$ cat config.mk
export PLATFORM = sky130hd
export DESIGN_NAME = sim_fifo512
export DESIGN_NICKNAME = d
export VERILOG_FILES = /design/src/rtl/sim_fifo512_pkg.sv /design/src/rtl/fifo_ram.sv /design/src/rtl/sim_fifo512.sv
export SDC_FILE = /design/constraint.sdc
export NUM_CORES = 2
export LEC_CHECK = 0
export ABC_AREA = 0
export CAP_MARGIN = 20
export CORE_MARGIN = 5
export CORE_UTILIZATION = 50
export DETAILED_ROUTE_END_ITERATION = 8
export PLACE_DENSITY_LB_ADDON = 0.25
export SLEW_MARGIN = 15
export SYNTH_ARGS = -nofsm -noshare
export SYNTH_HDL_FRONTEND = slang
export SYNTH_SLANG_ARGS = --single-unit
$ cat constraint.sdc
create_clock -name clock -period 7.6 [get_ports clock]
set_clock_uncertainty 0.2 [all_clocks]
set_input_delay 1.9 -clock clock [delete_from_list [all_inputs] [get_ports clock]]
set_output_delay 1.9 -clock clock [all_outputs]
set_load 0.01 [all_outputs]
$ cat src/rtl/sim_fifo512_pkg.sv
// sim_fifo512_pkg: default geometry shared by the 512 x 8 transmit FIFO and its RAM.
package sim_fifo512_pkg;
    localparam int DEF_DATA_W = 8;
    localparam int DEF_DEPTH  = 512;
    localparam int DEF_ADDR_W = $clog2(DEF_DEPTH);
endpackage

$ cat src/rtl/fifo_ram.sv
// fifo_ram: simple dual-port RAM, synchronous write, registered read with enable.
module fifo_ram
    import sim_fifo512_pkg::*;
#(
    parameter int DATA_W = DEF_DATA_W,
    parameter int DEPTH  = DEF_DEPTH,
    parameter int ADDR_W = DEF_ADDR_W
) (
    input  logic              clock,
    input  logic              rst,
    input  logic              we,
    input  logic [ADDR_W-1:0] waddr,
    input  logic [DATA_W-1:0] wdata,
    input  logic              re,
    input  logic [ADDR_W-1:0] raddr,
    output logic [DATA_W-1:0] q
);
    logic [DATA_W-1:0] mem [DEPTH];
    // array stays unreset so it maps onto block RAM; only the output register clears
    always_ff @(posedge clock) begin
        if (we) mem[waddr] <= wdata;
    end
    always_ff @(posedge clock or negedge rst) begin
        if (!rst) q <= '0;
        else if (re) q <= mem[raddr];
    end
endmodule

$ cat src/rtl/sim_fifo512.sv
// sim_fifo512: single-clock 512 x 8 FIFO, registered q (no show-ahead).
// Define FIFO_USEDW_EN to expose the occupancy count on usedw.
module sim_fifo512
    import sim_fifo512_pkg::*;
#(
    parameter int DATA_W = DEF_DATA_W,
    parameter int DEPTH  = DEF_DEPTH,
    parameter int ADDR_W = DEF_ADDR_W
) (
`ifdef FIFO_USEDW_EN
    output logic [ADDR_W:0]   usedw,
`endif
    input  logic              clock,
    input  logic              rst,
    input  logic [DATA_W-1:0] data,
    input  logic              wrreq,
    input  logic              rdreq,
    output logic [DATA_W-1:0] q,
    output logic              full,
    output logic              empty
);
    logic [ADDR_W-1:0] wr_ptr, rd_ptr;
    logic [ADDR_W:0]   count;
    logic              wr_ok, rd_ok;
    assign full  = count == (ADDR_W+1)'(DEPTH);
    assign empty = count == '0;
    assign wr_ok = wrreq & ~full;
    assign rd_ok = rdreq & ~empty;
`ifdef FIFO_USEDW_EN
    assign usedw = count;
`endif
    always_ff @(posedge clock or negedge rst) begin
        if (!rst) begin
            wr_ptr <= '0;
            rd_ptr <= '0;
            count  <= '0;
        end else begin
            if (wr_ok) wr_ptr <= wr_ptr + 1'b1;
            if (rd_ok) rd_ptr <= rd_ptr + 1'b1;
            if (wr_ok != rd_ok) count <= wr_ok ? count + 1'b1 : count - 1'b1;
        end
    end
    fifo_ram #(.DATA_W(DATA_W), .DEPTH(DEPTH), .ADDR_W(ADDR_W)) u_ram (
        .clock(clock),
        .rst  (rst),
        .we   (wr_ok),
        .waddr(wr_ptr),
        .wdata(data),
        .re   (rd_ok),
        .raddr(rd_ptr),
        .q    (q)
    );
endmodule

==> impl_metrics.ini <==
[finish]
final_cell_mix = edfxtp_1, mux4_2, nor2_1
final_cell_count_no_fill = 12700
final_common_cell = edfxtp_1
final_layout_size_suffix_gt1_frac = 0.200
finish.net_count = 8098
layout.filler_cells = 23900
area_delta_synth_final_pct = 11.1

[synthesis]
mapped_area_um2 = 162000
yosysUniqueCellTypes = 83
yosys_most_used_dff = edfxtp_1
synth_sequential_area_ratio = 0.765
synth_mux_area_frac = 0.147
synth_xor_xnor_area_share = 0.00119
fraction_of_registers_with_async_set_reset = 0.00871
post-synth-top-area-fraction = 0.760
synthesis.yosys.warnings = 0
synthesized_instance_count = 7929
synth_top_family_by_area = multiplexers
postSynthRegisterBits = 4132
compound_gate_portion_of_the_synthesized_area = 0.0380
synth_nets = 7955
synth_edf_count = 4096
synth_top_cell_by_area = edfxtp_1
synth_top_cells_by_area = edfxtp_1, mux4_2, mux2i_1
synth_simple_gate_area_frac = 0.0253
synth_area_per_cell_um2 = 20.4
synth_adder_area_share = 0.00113

[placed_design]
io_buffer_count = 21
place.gp.congestion = 0.887
place_inst = 12000
dp.final_hpwl_um = 275000

[die]
core_um2 = 323000
effective_utilization_at_floorplan = 0.501
die_outline_width_um = 579
chipHeight_um = 579
num_rows = 209
design.die.area_um2 = 335000
pin_count = 22

[clocking]
numClockSinks = 4132
clock_transition_time_at_the_flip_flop_clock_pins_of_the_worst_setup_and_hold_paths_ns = 0.07
clock_tree_from_tritoncts = done
cts_made_buffers = 404
post_cts_hold_buffer_count = 0
cts.repair_timing.setup_buffer_count = 0
clock-root-buffer = clkbuf_16
clk-insertion-delay-late_ns = 0.97
cts_buffer_depth = 4
cts_repair_resize_count = 0
htree_levels = 5

[critical_path]
ff2ff_path_depth = 9
r2r_end = u_ram.q[3]$_DFFE_PN0P_
arrival_ns = 6.73
worst_r2r_startpoint = rd_ptr[0]$_DFFE_PN0P_
rrSetupSlack_ns = 1.49
critical_path_class = reg -> reg
critical-path-slowest-cell = dfrtp_4
timing.critical_path.required_ns = 8.22
cp_max_fo = 78
cp-startpoint = rd_ptr[0]$_DFFE_PN0P_
ordered_cell_list_for_the_critical_path = buf_12, mux4_2, mux4_2, inv_1, o2bb2ai_1, a211oi_1, nand4_1, nor3_1, nor3_1
critPathLaunchType = flop
endpoint_kind = flop
critical_path.max_stage_delay_ns = 1.17
crit_path_end = u_ram.q[3]$_DFFE_PN0P_

[timing]
finalHoldViolations = 0
timing.final.setup_violations = 0
final_period_minus_worst_setup_slack_ns = 6.11
grt_setup_unrepaired = no
timing_max_transition_violations_final = 0
finalSetupTns_ns = 0
tightestPinTransition_ns = 1.24
slew_headroom = 0.159
layout_worst_path_cycle_share = 0.804
fmaxAchievable_mhz = 164

[pwr]
vdd.ir_drop.worst_v = 0.000343
powerDensity_nw_per_um2 = 363
power.switching_fraction = 0.332
clock_power_share = 0.307
total_switching_power_mw = 21.7
pwr-share-comb = 0.300
seq_power_share = 0.393
cellLeakagePower_nw = 56.5
internal_power_mw = 43.7

[global_route]
wire_length_of_the_first_global_routing_pass_um = 646000
first_global_vias = 82400
overflow_left_after_global_routing = 0
antenna_found_initial = 26
grt_use_total = 0.273
maximum_number_of_pins_on_one_net_before_global_route_repair = 165

[drt]
ant_nets = 0
drt_iter0_markers = 13500
finalWirelength_um = 462000
drt_drc = 0
vias_per_cell = 6.63
detailedRoute.firstPassIterationCount = 5
via_count = 84500
routed_length_per_instance_um = 36.3

[worst_hold_path]
worst_hold_path_type = reg -> reg

[run_status]
status = completed

[flow_run]
max-cap-violations = 0
-- state kept, by name, indices dropped and copies added, names as in the netlist --
| register | flops |
|---|---|
| count | 10 |
| u_ram.mem | 4096 |
| wr_ptr | 9 |
| u_ram.q | 8 |
| rd_ptr | 9 |
-- worst min path at each step --
stage	depth (start not counted)	start	end	slack, ns
final	1	count[9]$_DFFE_PN0P_	count[9]$_DFFE_PN0P_	0.30
after global routing	1	count[9]$_DFFE_PN0P_	count[9]$_DFFE_PN0P_	0.32
after CTS	1	count[9]$_DFFE_PN0P_	count[9]$_DFFE_PN0P_	0.29
after detailed placement	1	count[9]$_DFFE_PN0P_	count[9]$_DFFE_PN0P_	0.29
after global placement	1	count[9]$_DFFE_PN0P_	count[9]$_DFFE_PN0P_	0.28
after floorplan	1	count[9]$_DFFE_PN0P_	count[9]$_DFFE_PN0P_	0.26
-- logic make-up after synthesis --
logic type | after synthesis
simple gates | 975
fa+ha+maj | 14
buf+inv | 518
flops | 4132
xor+xnor | 22
mux | 1395
compound gates | 873
-- synth_stat cells, types with 80 or more instances --
master and count:
a221oi_1 80, nor2_1 602, o21ai_0 97, o221ai_1 142, mux4_2 773, a22oi_1 104, buf_2 88, buf_6 83
edfxtp_1 4096, mux2i_1 584, o22ai_1 92, clkbuf_1 211, a21oi_1 178, nand2_1 152
-- final cells by class --
class / count / area (um^2) / area share
tap: 4325 / 5410 / 0.0301
inverter: 19 / 86.3 / 0.000480
timing repair buffer: 236 / 2470 / 0.0137
multi-input combinational: 3279 / 34800 / 0.193
clock inverter: 270 / 2770 / 0.0154
sequential: 4132 / 124000 / 0.689
antenna: 11 / 27.5 / 0.000153
clock buffer: 474 / 10500 / 0.0584
-- metal layers --
layer  GRT usage  up-vias  wire length, um  share of wire
met1       0.386    44500           176000           0.38
met4      0.0943       10            18600          0.040
met3      0.0675      845            53800           0.12
met5           0        -               60        0.00013
li1            -    33200                -              -
met2       0.419     5962           214000           0.46
-- through the flow --
stage	setup slack (ns)	area [um^2]	util	total power [mW]	hold WS (ns)
2_1_floorplan	3.39	162000	-	38.3	0.261
3_3_place_gp	0.970	167000	0.515	45.3	0.284
3_5_place_dp	1.03	167000	0.516	45.4	0.286
4_1_cts	1.66	180000	0.557	65.2	0.295
5_1_grt	1.57	180000	0.557	67.0	0.317
6_report	1.49	180000	0.557	65.3	0.300
-- power by group through the flow --
stage	clock (mW)	sequential [mW]	combinational, mW
2_1_floorplan	0	25.8	12.5
3_3_place_gp	0	26.1	19.2
3_5_place_dp	0	26.1	19.3
4_1_cts	20.2	25.7	19.3
5_1_grt	21.2	25.7	20.1
6_report	20.1	25.7	19.6
-- critical path: cells and delay by family, from the launching register on --
family | cells | cell delay [ns]
multiplexers | 2 | 1.09
AO/OA/AOI/OAI | 2 | 1.08
buffers and inverters | 2 | 0.64
flip-flops | 1 | 1.17
AND/OR/NAND/NOR | 3 | 1.64
(Power assumes the default switching activity.)
